File: src/rtl/sram_ctrl_pkg.sv
// sram_ctrl_pkg
//   Shared definitions for the SRAM / memory-mapped I/O controller.
//   - state_t          : controller FSM state encoding
//   - IO_SW_ADDR_DEF   : default address whose reads return the switches
//   - IO_HEX_ADDR_DEF  : default address whose writes load the hex display
package sram_ctrl_pkg;

    typedef enum logic [1:0] {
        ST_IDLE   = 2'd0,
        ST_SETUP  = 2'd1,
        ST_ACCESS = 2'd2,
        ST_DONE   = 2'd3
    } state_t;

    localparam logic [15:0] IO_SW_ADDR_DEF  = 16'hFFFF;
    localparam logic [15:0] IO_HEX_ADDR_DEF = 16'hFFFF;

endpackage

File: src/rtl/sram_mem_ctrl_mmio_decode.sv
// mmio_decode
//   Memory-mapped I/O address decode plus the hex display register.
//   Ports:
//     clk, rst : clock, asynchronous active-high reset
//     accept   : a request is being accepted this cycle
//     wr       : 1 = write, 0 = read (of the request being presented)
//     addr     : CPU address of the request being presented
//     wdata    : write data of the request being presented
//     io_hit   : combinational; request targets an I/O location, not SRAM
//     hex_out  : hex display register
module mmio_decode #(
    parameter int              AW          = 16,
    parameter int              DW          = 16,
    parameter logic [AW-1:0]   IO_SW_ADDR  = '1,
    parameter logic [AW-1:0]   IO_HEX_ADDR = '1
) (
    input  logic          clk,
    input  logic          rst,
    input  logic          accept,
    input  logic          wr,
    input  logic [AW-1:0] addr,
    input  logic [DW-1:0] wdata,
    output logic          io_hit,
    output logic [DW-1:0] hex_out
);

    // The switch and hex locations may share an address: direction picks
    // which one a request actually hits.
    logic sw_hit;
    logic hex_hit;

    assign sw_hit  = !wr && (addr == IO_SW_ADDR);
    assign hex_hit =  wr && (addr == IO_HEX_ADDR);
    assign io_hit  = sw_hit || hex_hit;

    always_ff @(posedge clk or posedge rst) begin
        if (rst) begin
            hex_out <= '0;
        end else if (accept && hex_hit) begin
            hex_out <= wdata;
        end
    end

endmodule

File: src/rtl/sram_mem_ctrl.sv
// sram_mem_ctrl
//   Request/ready controller between the CPU datapath and an external
//   asynchronous SRAM, with memory-mapped switches and hex display.
//
//   Handshake: req is sampled only in IDLE; the request fields (wr, addr,
//   wdata, byte_en) are captured on the accepting edge and may change
//   afterwards. ready is a one-cycle completion pulse; rdata is valid while
//   ready = 1 and holds until the next read completes. busy is high in every
//   state but IDLE, and req seen while busy is dropped, not queued.
//
//   Ports:
//     clk, rst          : clock, asynchronous active-high reset
//     req, wr, addr,
//     wdata, byte_en    : CPU request
//     rdata, ready, busy: CPU completion / status
//     mem_ce/oe/we      : SRAM strobes, active low
//     mem_be_n          : SRAM byte lanes, active low
//     mem_addr          : zero-extended captured address
//     mem_data_out/oe   : data and drive enable toward the external tristate
//     mem_data_in       : data from the external tristate
//     switches, hex_out : board I/O
//     dbg_state         : current FSM state
module sram_mem_ctrl
    import sram_ctrl_pkg::*;
#(
    parameter int            DW          = 16,
    parameter int            AW          = 16,
    parameter int            SRAM_AW     = 20,
    parameter int            WAIT        = 1,
    parameter logic [AW-1:0] IO_SW_ADDR  = AW'(IO_SW_ADDR_DEF),
    parameter logic [AW-1:0] IO_HEX_ADDR = AW'(IO_HEX_ADDR_DEF)
) (
    input  logic               clk,
    input  logic               rst,
    input  logic               req,
    input  logic               wr,
    input  logic [AW-1:0]      addr,
    input  logic [DW-1:0]      wdata,
    input  logic [DW/8-1:0]    byte_en,
    output logic [DW-1:0]      rdata,
    output logic               ready,
    output logic               busy,
    output logic               mem_ce,
    output logic               mem_oe,
    output logic               mem_we,
    output logic [DW/8-1:0]    mem_be_n,
    output logic [SRAM_AW-1:0] mem_addr,
    output logic [DW-1:0]      mem_data_out,
    output logic               mem_data_oe,
    input  logic [DW-1:0]      mem_data_in,
    input  logic [DW-1:0]      switches,
    output logic [DW-1:0]      hex_out,
    output state_t             dbg_state
);

    localparam int CW = (WAIT > 1) ? $clog2(WAIT) : 1;

    state_t        state_q;
    state_t        next_state;
    logic [CW-1:0] cnt_q;
    logic          wr_q;
    logic          accept;
    logic          io_hit;
    logic          last_access;
    logic          wr_eff;
    logic          sram_next;

    assign accept      = (state_q == ST_IDLE) && req;
    assign last_access = (state_q == ST_ACCESS) && (cnt_q == '0);
    // On the accepting edge wr_q is not yet loaded, so look at the live input.
    assign wr_eff      = (state_q == ST_IDLE) ? wr : wr_q;
    assign sram_next   = (next_state == ST_SETUP) || (next_state == ST_ACCESS);
    assign dbg_state   = state_q;

    mmio_decode #(
        .AW          (AW),
        .DW          (DW),
        .IO_SW_ADDR  (IO_SW_ADDR),
        .IO_HEX_ADDR (IO_HEX_ADDR)
    ) u_mmio (
        .clk     (clk),
        .rst     (rst),
        .accept  (accept),
        .wr      (wr),
        .addr    (addr),
        .wdata   (wdata),
        .io_hit  (io_hit),
        .hex_out (hex_out)
    );

    always_ff @(posedge clk or posedge rst) begin
        if (rst) begin
            state_q <= ST_IDLE;
        end else begin
            state_q <= next_state;
        end
    end

    always_comb begin
        next_state = state_q;
        case (state_q)
            ST_IDLE:   if (req) next_state = io_hit ? ST_DONE : ST_SETUP;
            ST_SETUP:  next_state = ST_ACCESS;
            ST_ACCESS: if (cnt_q == '0) next_state = ST_DONE;
            ST_DONE:   next_state = ST_IDLE;
            default:   next_state = ST_IDLE;
        endcase
    end

    // Every output is a flop whose D input is decoded from next_state, so the
    // strobes change exactly as the state does, with no glitch path from req.
    always_ff @(posedge clk or posedge rst) begin
        if (rst) begin
            cnt_q        <= '0;
            wr_q         <= 1'b0;
            busy         <= 1'b0;
            ready        <= 1'b0;
            mem_ce       <= 1'b1;
            mem_oe       <= 1'b1;
            mem_we       <= 1'b1;
            mem_be_n     <= '1;
            mem_data_oe  <= 1'b0;
            mem_addr     <= '0;
            mem_data_out <= '0;
            rdata        <= '0;
        end else begin
            busy   <= (next_state != ST_IDLE);
            ready  <= (next_state == ST_DONE);
            mem_ce <= !sram_next;
            mem_oe <= !(sram_next && !wr_eff);
            mem_we <= !((next_state == ST_ACCESS) && wr_eff);
            // Drive continues through DONE (WE already high) for data hold;
            // an I/O write reaches DONE straight from IDLE and never drives.
            mem_data_oe <= wr_eff && ((next_state == ST_ACCESS) ||
                           ((next_state == ST_DONE) && (state_q == ST_ACCESS)));

            if (accept) begin
                wr_q     <= wr;
                mem_be_n <= io_hit ? '1 : ~byte_en;
                if (!io_hit) begin
                    mem_addr     <= SRAM_AW'(addr);
                    mem_data_out <= wdata;
                end
                if (io_hit && !wr) begin
                    rdata <= switches;
                end
            end else if (!sram_next) begin
                mem_be_n <= '1;
            end

            if (state_q == ST_SETUP) begin
                cnt_q <= CW'(WAIT - 1);
            end else if ((state_q == ST_ACCESS) && (cnt_q != '0)) begin
                cnt_q <= cnt_q - CW'(1);
            end

            if (last_access && !wr_q) begin
                rdata <= mem_data_in;
            end
        end
    end

endmodule
File: config.mk
export PLATFORM = sky130hd
export DESIGN_NAME = sram_mem_ctrl
export DESIGN_NICKNAME = d
export VERILOG_FILES = /design/src/rtl/sram_ctrl_pkg.sv /design/src/rtl/sram_mem_ctrl_mmio_decode.sv /design/src/rtl/sram_mem_ctrl.sv
export SDC_FILE = /design/constraint.sdc
export NUM_CORES = 1
export LEC_CHECK = 0
export ABC_AREA = 1
export BUFFER_PORTS_ARGS = -buffer_cell sky130_fd_sc_hd__buf_2
export CORE_UTILIZATION = 51
export CTS_CLUSTER_DIAMETER = 120
export DETAILED_ROUTE_END_ITERATION = 10
export GPL_ROUTABILITY_DRIVEN = 0
export PLACE_DENSITY = 0.95
export REMOVE_ABC_BUFFERS = 1
export SYNTH_ARGS = -nofsm -noshare
export SYNTH_HDL_FRONTEND = slang
export SYNTH_SLANG_ARGS = --single-unit
File: constraint.sdc
create_clock -name clk -period 5.6 [get_ports clk]
set_input_delay 0.56 -clock clk [delete_from_list [all_inputs] [get_ports clk]]
set_output_delay 0.56 -clock clk [all_outputs]
set_load 0.05 [all_outputs]
# Word level (Yosys, flattened, before mapping)
# Index checks and enable logic that the tools add are counted.
# word_totals
regBits,76
inputBits,70
output_inout_bits,78
wordCells,67
# classes
add_sub_neg,1
eq_ne,8
muxes,13
bitwise,3
reduce_logical,28
# ops
operator,n
2-to-1 mux 16 bit,3
equality test 16 bit (second input constant),1
logical AND 1 bit,12
2-to-1 mux 2 bit,6
equality test 2 bit (second input constant),4
case mux 2 bit (4 select lines),1
nonzero test 2 bit,4
logical NOT 1 bit,6
equality test 2 x 1 -> 1 bit (second input constant),2
AND reduction 2 bit,2
logical OR 1 bit,3
2-to-1 mux 1 bit,3
logical NOT 2 bit,1
inequality test 2 x 1 -> 1 bit (second input constant),1
inverter 1 bit,2
inverter 2 bit,1
subtractor 1 bit (second input constant),1

# Logic depth before layout (Yosys ltp)
# Gate-level depths: netlist of run 1.
# logic_depth
word_depth,10
mapped_depth,11
depth_no_buf,11

# By module
# A second synthesis of run 1 with hierarchy kept.
# unflattened
cells_unflattened,410
hier_area_um2,3518.4
# modules_own_cells
mod,instances,cells_each,area_each_um2,seq_area_each_um2
sram_mem_ctrl,1,324,2791.4,1507.7
mmio_decode,1,86,726.9,400.4

# Worst setup path before layout of run 1
# Ideal clock, no wire load.
# synth_timing
kind,register to register
from,register state_q[0] (netlist: dbg_state[0])
to,register mem_be_n[0]
setup_time_ps,78
t_arrival_ps,1997
t_required_ps,5522
setup_slack_ps,3525
stages_incl_launch_ff,11
path_buffers,0
period_less_slack_ps,2075
cell_sequence,dfrtp_1 -> inv_1 -> ha_1 -> inv_1 -> o211ai_1 -> o21ai_0 -> inv_1 -> ha_1 -> nand2_1 -> o21ai_0 -> inv_1
# synth_via
elab_chain_len,5
elab_cells_between_ends,13
classes_between,6 x eq/ne; 4 x mux; 3 x reduce/logical
# synth_rtl
item,line,source
start: declaration,sram_mem_ctrl.sv:58,state_t state_q;
start signal: assignment,sram_mem_ctrl.sv:95,state_q <= next_state;
equality test 2 bit (tied with other cells),sram_mem_ctrl.sv:101,case (state_q)
case mux 2 bit (4 select lines) (*),sram_mem_ctrl.sv:101,
net next_state[0],sram_mem_ctrl.sv:59,state_t next_state;
equality test 2 x 1 -> 1 bit / equality test 2 bit (equally long branches),sram_mem_ctrl.sv:72,assign sram_next = (next_state == ST_SETUP) || (next_state == ST_ACCESS);
logical OR 1 bit (*),sram_mem_ctrl.sv:72,
inequality test 2 x 1 -> 1 bit (no source line) (*),--,
end signal: assignment,sram_mem_ctrl.sv:139,mem_be_n <= io_hit ? '1 : ~byte_en;
end: declaration,sram_mem_ctrl.sv:46,"output logic [DW/8-1:0] mem_be_n,"
# The timed path passes the listed nets; every way through them passes the cells marked *.
# A chain may end at the register's enable or synchronous reset.

# Worst setup path in the final report of run 1
# layout_timing
from,register state_q[0] (netlist: dbg_state[0])
to,register mem_data_out[1]
# layout_via
elab_chain_len,3
# layout_rtl
item,line,source
logical NOT 2 bit,sram_mem_ctrl.sv:68,assign accept = (state_q == ST_IDLE) && req;
logical AND 1 bit,sram_mem_ctrl.sv:68,
AND reduction 2 bit (no source line),--,
end signal: assignment,sram_mem_ctrl.sv:142,mem_data_out <= wdata;
end: declaration,sram_mem_ctrl.sv:48,"output logic [DW-1:0] mem_data_out,"
# Every way passes these cells.

==> run summary, run 1 <==
DR vias -> 2990
CORE AREA -> 0.00635 sq mm
Crit start category -> flop
Drt total wl -> 7400 um
Final setup fails -> 0
Die area -> 0.00689 sq mm
TritonCTS Buffers -> 9
Reg2reg end -> mem_data_out[1]
Htree depth -> 3
Status -> finished, final reports clean
Worst slew pin tran -> 0.917 ns
Critical path cell sequence -> inv_1 -> ha_1 -> nand2_2 -> nor2_4 -> inv_2 -> nand2_1 -> o21ai_2
Seq/Total Area, Yosys -> 0.571
DRC Markers -> 0
Hold_sp -> addr[4]
Post-synthesis sequential element count -> 76
Port bufs -> 143
First-pass GRT wire length -> 12700 um
GRT Residual Overflow -> 0
Hold Path Stages -> 3
Largest stage delay on the critical path -> 0.44 ns
Clock transition at path regs -> 0.08 ns
Initial antenna violation count -> 0
1st-pass router iterations -> 4
Number of flops mapped to enable cells by yosys -> 0
Syn Area/Cell -> 8.69 sq um
Leakage -> 2.51 nW
Antenna cells -> 0
Primary FF master, synth -> dfrtp_1
Pin count of the biggest net entering global routing -> 77
CTS Sinks -> 76
Multi-input gate area -> 0.00113 sq mm
Data arrival, critical path -> 2.25 ns
WP data required -> 5.81 ns
Largest family of logic cells by synthesized area -> simple AND/OR/NAND/NOR gates
Min-Delay Endpoint -> mem_addr[4]
Endpoints failing hold -> 0
RSZ-0062 raised after global routing -> false
DR WL/cell -> 12.2 um
Vias per std cell -> 4.93
Top delay family on crit path -> simple AND/OR/NAND/NOR gates
Async SR Flop Fraction -> 1.00
Power Total -> 0.00272 W
FF/Latch Area -> 0.00191 sq mm
NumNets Final -> 600
Antenna Nets Post-Route -> 0
IO Pins -> 148
Cells on worst reg2reg path -> 7
Post-CTS Resized -> 0
Synth cell types -> 26
Critical path endpoint category -> flop
Clock Skew -> 0.00574 ns
Syn. warnings -> 0
CTS Hold Bufs -> 0
Root buffer cell -> clkbuf_8
Clk buf depth -> 2
Mapped cell area -> 0.00334 sq mm
Skew-Pair Late Insertion Delay -> 0.33 ns
Die height -> 83.0 um
Post-synthesis instance total -> 385
HP Class -> input pin to flop
Simple-Gate Fraction of Synth Area -> 0.224
GRT Overall Usage -> 0.228
Starting DRC count in detailed routing -> 142
Setup Crit Path Kind -> flop to flop
Peak VDD IR -> 412 uV
Buf/Inv on CP -> 2
Synth Area in XOR/XNOR -> 0
PD cells -> 641 mW/mm^2
Reg2Reg Setup Slack -> 3.55 ns
Crit path max-delay cell type -> dfrtp_1
Post-CTS setup buffers -> 0
Setup TNS Final -> 0 ns
Fillers -> 537
Max Cap Violations -> 0
Vias in the first global route -> 2847
Fin crit share -> 0.366
Rows -> 29
Share of cells above drive strength 1 -> 0.338
Die X -> 83.0 um
Max Clock Freq -> 488 MHz
Initial Utilization -> 0.527
Reg2reg start -> dbg_state[0]
Crit Path Max Fanout -> 48
Hpwl dp -> 5330 um
Max-slew violations -> 0
Multiplexer share of the synthesized area -> 0
Synth Area in Adders -> 0.0224
CTS tree -> yes
Period minus WS final -> 2.05 ns
Complex-gate fraction of the synthesized area -> 0.0875
Layout area overhead -> 27.0%
Slew headroom -> 0.388
## final cells by class
type | count | area share
sequential | 76 | 0.449
multi-input combinational | 244 | 0.267
timing repair buffer | 145 | 0.172
inverter | 48 | 0.0424
clock buffer | 9 | 0.0292
tap | 77 | 0.0227
clock inverter | 7 | 0.0177
## Yosys cell counts, types with 2 or more instances
| cell | count | area share |
|---|---|---|
| nand2_2 | 2 | 0.0037 |
| buf_2 | 8 | 0.012 |
| clkbuf_1 | 3 | 0.0034 |
| dfstp_2 | 5 | 0.039 |
| nand2_1 | 145 | 0.16 |
| nand3_1 | 17 | 0.025 |
| inv_1 | 47 | 0.053 |
| o21ai_2 | 4 | 0.010 |
| o21ai_0 | 49 | 0.073 |
| dfrtp_1 | 71 | 0.53 |
| buf_6 | 3 | 0.010 |
| buf_4 | 4 | 0.0090 |
| ha_1 | 6 | 0.022 |
| nor2_1 | 9 | 0.010 |
## how the worst max path moves through the flow
stage	start	end	slack (ns)	cells after the start
6_report	dbg_state[0]	mem_data_out[1]	3.55	7
5_1_grt	dbg_state[0]	mem_data_out[5]	3.33	7
4_1_cts	dbg_state[0]	mem_data_out[10]	3.56	7
3_3_place_gp	addr[1]	mem_data_out[15]	3.51	8
2_1_floorplan	rst	busy	3.11	1
3_5_place_dp	addr[11]	mem_data_out[10]	3.43	9
## cells in the final DEF, fill, tap and decap left out
master | synthesis | layout
bufinv_16 | 0 | 1
nand3_1 | 17 | 17
nor2_8 | 1 | 1
dfstp_2 | 5 | 5
nand3_4 | 1 | 1
nor3_1 | 1 | 1
conb_1 | 1 | 4
a21oi_1 | 1 | 1
clkinvlp_4 | 0 | 3
inv_6 | 0 | 2
nor2_4 | 1 | 1
dfrtp_1 | 71 | 71
inv_1 | 47 | 46
clkinv_2 | 0 | 1
nand2_4 | 1 | 1
nand2_1 | 145 | 145
clkbuf_8 | 0 | 9
o211ai_1 | 1 | 1
o21ai_2 | 4 | 4
o21ai_0 | 49 | 49
ha_1 | 6 | 6
inv_2 | 1 | 2
nand2_2 | 2 | 2
buf_2 | 8 | 143
buf_4 | 4 | 2
nand3_2 | 1 | 1
nor2_1 | 9 | 9
## cells by family (layout without fill, tap and decap cells)
| logic type | count (synthesis) | after routing |
|---|---|---|
| AOI/OAI and AO/OA | 55 | 55 |
| adders and majority gates | 6 | 6 |
| buffers and inverters | 68 | 209 |
| DFF | 76 | 76 |
| other | 1 | 4 |
| and+or+nand+nor | 179 | 179 |
## registers in the layout (all words and copies together) (netlist names), 2 cells and up
name and count:
rdata 16, mem_addr 16, mem_be_n 2, dbg_state 2, mem_data_out 16, u_mmio.hex_out 16
## layer usage
metal,vias to the layer above,share of wire,global-route usage,wire [um]
met2,125,0.51,0.398,3800
met5,-,0,0,0
met4,0,0.019,0.0909,139
li1,1452,-,-,-
met3,14,0.054,0.0427,399
met1,1399,0.41,0.278,3050
## power breakdown
group | internal, W | switching (W) | leakage (nW)
clock | 0.000208 | 0.000206 | 0.0923
combinational | 0.000321 | 0.00112 | 1.46
sequential | 0.000764 | 0.000108 | 0.960
## through the flow
stage | hold slack [ns] | std cells | util | setup WS, ns | area, sq um
6_report | 0.434 | 606 | 0.669 | 3.55 | 4250
4_1_cts | 0.419 | 606 | 0.669 | 3.56 | 4250
2_1_floorplan | 0.495 | 368 | - | 3.11 | 3220
5_1_grt | 0.438 | 606 | 0.669 | 3.33 | 4250
3_3_place_gp | 0.449 | 590 | 0.638 | 3.51 | 4050
3_5_place_dp | 0.454 | 590 | 0.638 | 3.43 | 4050
## worst min-delay path: stages
cell and delay [ns]:
buf_2 0.08, nand2_1 0.05, nand2_1 0.05
(Power assumes the default switching activity.)
==> run 2: changes to the inputs <==
--- a/config.mk
+++ b/config.mk
@@ -5,13 +5,13 @@
 export SDC_FILE = /design/constraint.sdc
 export NUM_CORES = 1
 export LEC_CHECK = 0
-export ABC_AREA = 1
+export ABC_AREA = 0
 export BUFFER_PORTS_ARGS = -buffer_cell sky130_fd_sc_hd__buf_2
-export CORE_UTILIZATION = 51
+export CORE_UTILIZATION = 43
 export CTS_CLUSTER_DIAMETER = 120
 export DETAILED_ROUTE_END_ITERATION = 10
 export GPL_ROUTABILITY_DRIVEN = 0
-export PLACE_DENSITY = 0.95
+export PLACE_DENSITY = 0.87
 export REMOVE_ABC_BUFFERS = 1
 export SYNTH_ARGS = -nofsm -noshare
 export SYNTH_HDL_FRONTEND = slang
==> constraint.sdc (replaced) <==
create_clock -name clk -period 1.74 [get_ports clk]
set_input_delay 0.174 -clock clk [delete_from_list [all_inputs] [get_ports clk]]
set_output_delay 0.174 -clock clk [all_outputs]
set_load 0.05 [all_outputs]
==> run summary, run 2 <==
Hpwl dp -> 6000 um (+13%)
GRT Residual Overflow -> 0 (unchanged)
HP Class -> input pin to flop
Crit start category -> flop
Clock Skew -> 0.0134 ns (+0.00764 ns)
Data arrival, critical path -> 1.98 ns (-0.27 ns)
NumNets Final -> 498 (-17%)
Largest stage delay on the critical path -> 0.37 ns (-0.07 ns)
Post-synthesis sequential element count -> 76 (unchanged)
Port bufs -> 143 (unchanged)
Clock transition at path regs -> 0.08 ns (about the same)
Setup Crit Path Kind -> flop to flop
PD cells -> 2110 mW/mm^2 (+230%)
Htree depth -> 3 (unchanged)
Vias in the first global route -> 2729 (-4.1%)
Period minus WS final -> 1.71 ns (-0.339 ns)
Most frequent cell after synthesis -> dfrtp_1
IO Pins -> 148 (unchanged)
Clk buf depth -> 2 (unchanged)
Peak VDD IR -> 1190 uV (+190%)
Most used cell, CP -> ha_4
Syn Area/Cell -> 13.5 sq um (+56%)
Mapped cell area -> 0.00340 sq mm (+1.7%)
Crit Path Max Fanout -> 3 (-94%)
CTS tree -> yes
Synth cell types -> 32 (+23%)
Endpoints failing hold -> 0 (unchanged)
1st-pass router iterations -> 4 (unchanged)
Die X -> 90.9 um (+9.6%)
DR vias -> 2650 (-11%)
Skew-Pair Late Insertion Delay -> 0.34 ns (about the same)
DR WL/cell -> 15.8 um (+30%)
Most frequent cells in the layout -> 143 x buf_2, 71 x dfrtp_1, 40 x mux2_4
TritonCTS Buffers -> 9 (unchanged)
Initial Utilization -> 0.442 (-0.0843)
CORE AREA -> 0.00769 sq mm (+21%)
Antenna Nets Post-Route -> 0 (unchanged)
Synth area leader -> dfrtp_1
Initial antenna violation count -> 0 (unchanged)
Critical path cell sequence -> inv_2 -> ha_4 -> and2_4 -> o32ai_4 -> ha_4 -> inv_4 -> nor3_1 -> a31oi_1
First-pass GRT wire length -> 13500 um (+6.4%)
Max Cap Violations -> 0 (unchanged)
Primary FF master, synth -> dfrtp_1
Rows -> 32 (+10%)
Layout Cells excl Fill -> 529 (-13%)
Die area -> 0.00827 sq mm (+20%)
Drt total wl -> 8380 um (+13%)
Status -> finished, final reports clean
Number of flops mapped to enable cells by yosys -> 0 (unchanged)
Commonest non-fill, non-tap cell in the layout -> buf_2
Final setup fails -> 0 (unchanged)
Die height -> 90.9 um (+9.6%)
WP data required -> 2.01 ns (-3.80 ns)
GRT Overall Usage -> 0.210 (-0.0172)
Crit path max-delay cell type -> dfrtp_1
Layout area overhead -> 38.1%
Starting DRC count in detailed routing -> 87 (-39%)
Setup TNS Final -> 0 ns (unchanged)
Async SR Flop Fraction -> 1.00 (unchanged)
DRC Markers -> 0 (unchanged)
Fillers -> 620 (+15%)
CTS Sinks -> 76 (unchanged)
Vias per std cell -> 5.01 (+1.5%)
Post-synthesis instance total -> 251 (-35%)
Critical path endpoint category -> flop
Finished Core Util -> 0.611 (-0.0581)
Share of cells above drive strength 1 -> 0.600 (+0.261)
Syn. warnings -> 0 (unchanged)
Pin count of the biggest net entering global routing -> 77 (unchanged)
Synth area leaders -> dfrtp_1 52%, mux2_4 18%, dfstp_2 3.9%, a31oi_1 3.3%, mux2_2 2.6%
Max Clock Freq -> 585 MHz (+20%)
Root buffer cell -> clkbuf_8
Leakage -> 2.41 nW (-4.3%)
Max-slew violations -> 0 (unchanged)
Synth top cells by count -> 71 x dfrtp_1, 40 x mux2_4, 20 x nor2_1, 18 x a31oi_1
Fin crit share -> 0.982 (+0.616)
RSZ-0062 raised after global routing -> true
Antenna cells -> 0 (unchanged)
Placed insts -> 506 (-14%)
Top-area cell type share of the netlist area -> 0.522 (-0.00880)
Seq/Total Area, Yosys -> 0.561 (-0.00945)
-- run 2: what timing repair did --
| action | 4_1_cts | 5_1_grt |
|---|---|---|
| endpoints found under the hold margin | 73 | 0 |
| endpoints found under the setup margin | 18 | 68 |
| hold buffers | 3 | 0 |
| pin swaps | 2 | 3 |
| buffers inserted | 1 | 3 |
| resized for setup | 7 | 14 |
-- run 2: logic make-up (layout without fill, tap and decap cells) --
| group | after synthesis | count (layout) | synth area share |
|---|---|---|---|
| adder cells (fa/ha/maj) | 6 | 6 | 0.0221 |
| buffers and inverters | 24 | 197 | 0.0556 |
| AO/OA/AOI/OAI | 37 | 37 | 0.0629 |
| AND/OR/NAND/NOR | 57 | 57 | 0.0883 |
| flip-flops | 76 | 76 | 0.561 |
| other | 1 | 4 | 0.00110 |
| multiplexers | 50 | 50 | 0.209 |
-- run 2: report_power, final --
| part | internal [W] | switching (W) |
|---|---|---|
| logic | 0.00190 | 0.00373 |
| clock network | 0.000808 | 0.000642 |
| registers | 0.00248 | 0.000350 |
-- run 2: through the flow --
step / total power [W] / area, sq um / hold slack [ns] / worst slack, ns
6_report: 0.00991 / 4700 / 0.0783 / 0.0320
5_1_grt: 0.0104 / 4700 / 0.0624 / -0.0371
4_1_cts: 0.00971 / 4630 / 0.0567 / 0.0121
3_5_place_dp: 0.00812 / 4350 / 0.295 / -0.193
2_1_floorplan: 0.00667 / 3250 / 0.241 / -0.677
3_3_place_gp: 0.00796 / 4350 / 0.286 / -0.165
-- run 2: routing by layer --
layer  global-route usage  wire length (um)
met5                    0                 0
met4               0.0926               185
met3               0.0494               444
met2                0.353              4240
met1                0.259              3510
-- run 2: cell type report --
type | instances | area [sq um] | area share
multi-input cells | 154 | 1390 | 0.295
clock buffers | 10 | 128 | 0.0272
flip-flops and latches | 76 | 1910 | 0.406
inverters | 6 | 25.0 | 0.00533
well taps | 102 | 128 | 0.0272
repair buffers | 175 | 1030 | 0.220
clock inverters | 6 | 88.8 | 0.0189
-- run 2: final timing paths --
kind	startpoint	end	slack, ns	cells past startpoint
worst max-delay path	dbg_state[1]	mem_be_n[1]	0.03	8
worst min-delay path	wdata[1]	mem_data_out[1]	0.08	2
worst max register to register	dbg_state[1]	mem_be_n[1]	0.03	8
worst min register to register	mem_data_out[10]	mem_data_out[10]	0.51	1
max in group asynchronous	rst	mem_be_n[1]	0.92	4
min in group asynchronous	rst	mem_data_out[6]	0.47	4
-- run 2: worst max-delay path, delay by kind of cell (launching register included) --
kind	cells	cell delay (ns)
AND/OR/NAND/NOR	2	0.22
flip-flops	1	0.37
AO/OA/AOI/OAI	2	0.49
adder cells (fa/ha/maj)	2	0.43
buffers and inverters	2	0.13
==> run 3: changes to the inputs <==
--- a/config.mk
+++ b/config.mk
@@ -8,6 +8,7 @@
 export ABC_AREA = 0
 export BUFFER_PORTS_ARGS = -buffer_cell sky130_fd_sc_hd__buf_2
 export CORE_UTILIZATION = 43
+export CTS_BUF_LIST = sky130_fd_sc_hd__clkbuf_4 sky130_fd_sc_hd__clkbuf_8 sky130_fd_sc_hd__clkbuf_16
 export CTS_CLUSTER_DIAMETER = 120
 export DETAILED_ROUTE_END_ITERATION = 10
 export GPL_ROUTABILITY_DRIVEN = 0
==> run summary, run 3 (synthesis results as in run 2) <==
Status -> finished, final reports clean
Fin crit share -> 0.998 (+0.0168)
FF/Latch Area -> 0.00191 sq mm (unchanged)
CTS Sinks -> 76 (unchanged)
Clk buf depth -> 2 (unchanged)
HP Class -> input pin to flop
Max Cap Violations -> 0 (unchanged)
NumNets Final -> 497 (-0.20%)
GRT Residual Overflow -> 0 (unchanged)
Starting DRC count in detailed routing -> 81 (-6.9%)
Max Clock Freq -> 576 MHz (-1.7%)
Die area -> 0.00827 sq mm (unchanged)
Antenna Nets Post-Route -> 0 (unchanged)
Antenna cells -> 0 (unchanged)
Setup Crit Path Kind -> flop to flop
Layout area overhead -> 38.3%
Place WS -> -0.193 ns (unchanged)
PD cells -> 2110 mW/mm^2 (-0.20%)
RSZ-0062 raised after global routing -> true
DR vias -> 2647 (-0.11%)
DR WL/cell -> 15.9 um (+0.12%)
First-pass GRT wire length -> 13500 um (+0.10%)
CORE AREA -> 0.00769 sq mm (unchanged)
Htree depth -> 3 (unchanged)
Endpoints failing hold -> 0 (unchanged)
Peak VDD IR -> 1190 uV (-0.16%)
Most frequent cells in the layout -> 143 x buf_2, 71 x dfrtp_1, 40 x mux2_4
Final setup margin -> 0.00270 ns (-0.0293 ns)
Clock Skew -> 0.0117 ns (-0.00173 ns)
WP data required -> 2.01 ns (about the same)
Final setup fails -> 0 (unchanged)
Vias in the first global route -> 2734 (+0.18%)
Port bufs -> 143 (unchanged)
Min Hold Slack -> 0.0741 ns (-0.00414 ns)
DRC Markers -> 0 (unchanged)
Data arrival, critical path -> 2.00 ns (+0.02 ns)
Hpwl dp -> 6000 um (unchanged)
Commonest non-fill, non-tap cell in the layout -> buf_2
Crit start category -> flop
Initial antenna violation count -> 0 (unchanged)
Fillers -> 622 (+0.32%)
Initial Utilization -> 0.442 (unchanged)
Crit Path Max Fanout -> 7 (+4)
Max-slew violations -> 0 (unchanged)
Leakage -> 2.41 nW (about the same)
Die height -> 90.9 um (unchanged)
Root buffer cell -> clkbuf_8
Share of cells above drive strength 1 -> 0.603 (+0.00375)
Drt total wl -> 8370 um (about the same)
Rows -> 32 (unchanged)
Clock transition at path regs -> 0.08 ns (about the same)
Critical path endpoint category -> flop
IO Pins -> 148 (unchanged)
Skew-Pair Late Insertion Delay -> 0.34 ns (about the same)
GRT Overall Usage -> 0.211 (about the same)
CTS tree -> yes
TritonCTS Buffers -> 9 (unchanged)
1st-pass router iterations -> 4 (unchanged)
Pin count of the biggest net entering global routing -> 77 (unchanged)
Period minus WS final -> 1.74 ns (+0.0293 ns)
Multi-input gate area -> 0.00139 sq mm (+0.54%)
Vias per std cell -> 5.01 (about the same)
Die X -> 90.9 um (unchanged)
-- run 3: cell count changes in the layout (fill, tap and decap cells not counted) --
cell      previous run  this run
clkbuf_4             0         1
nor2_1              19        18
buf_6                2         3
nor2_4               1         2
buf_4               22        20
clkbuf_1             1         0
-- run 3: final cells by class --
class,count,area share
Clock buffer,10,0.0279
Clock inverter,6,0.0189
Inverter,6,0.00532
Multi-Input combinational cell,154,0.296
Sequential cell,76,0.406
Tap cell,102,0.0271
Timing Repair Buffer,174,0.219
-- run 3: final timing paths --
| path | depth (start not counted) | from | slack, ns | end |
|---|---|---|---|---|
| worst max-delay path | 9 | dbg_state[1] | 0.003 | mem_be_n[1] |
| worst min-delay path | 2 | wdata[1] | 0.07 | mem_data_out[1] |
| worst max register to register | 9 | dbg_state[1] | 0.003 | mem_be_n[1] |
| worst min register to register | 1 | mem_data_out[10] | 0.51 | mem_data_out[10] |
| max in group asynchronous | 4 | rst | 0.91 | mem_we |
| min in group asynchronous | 4 | rst | 0.47 | mem_data_out[6] |
-- run 3: report_power, final --
part	internal [W]	switching [W]
logic	0.00189	0.00373
clock network	0.000823	0.000639
registers	0.00248	0.000350
total	0.00519	0.00472
-- run 3: through the flow --
stage	TNS, ns	total power [W]	instances	util	cell area, sq um
floorplan	-56.06	0.00667	236	-	3250
global placement	-5.46	0.00796	506	0.566	4350
detailed placement	-7.91	0.00812	506	0.566	4350
CTS	0	0.00973	526	0.603	4630
global route	-0.167	0.0104	528	0.612	4700
finish	0	0.00991	528	0.612	4700
-- run 3: critical path: stages (launching register included) --
cell	delay [ns]
dfrtp_1	0.40
inv_2	0.09
ha_4	0.14
buf_6	0.12
nor2_4	0.04
o32ai_4	0.33
ha_4	0.27
inv_4	0.06
nor3_1	0.05
a31oi_1	0.16
-- run 3: routing by layer --
layer,global-route usage,vias to the layer above,share of wire
li1,-,1216,-
met1,0.259,1303,0.42
met2,0.354,106,0.51
met3,0.0494,22,0.047
met4,0.0926,0,0.022
met5,0,-,0
-- run 3: what timing repair did --
item                                   in CTS  in global routing
cloned                                      0                  0
hold buffers                                3                  0
gates resized for setup                     6                 18
endpoints found under the hold margin      73                  0
buffers inserted                            1                  3
setup endpoints to repair                  18                 68
pin swaps                                   2                  3
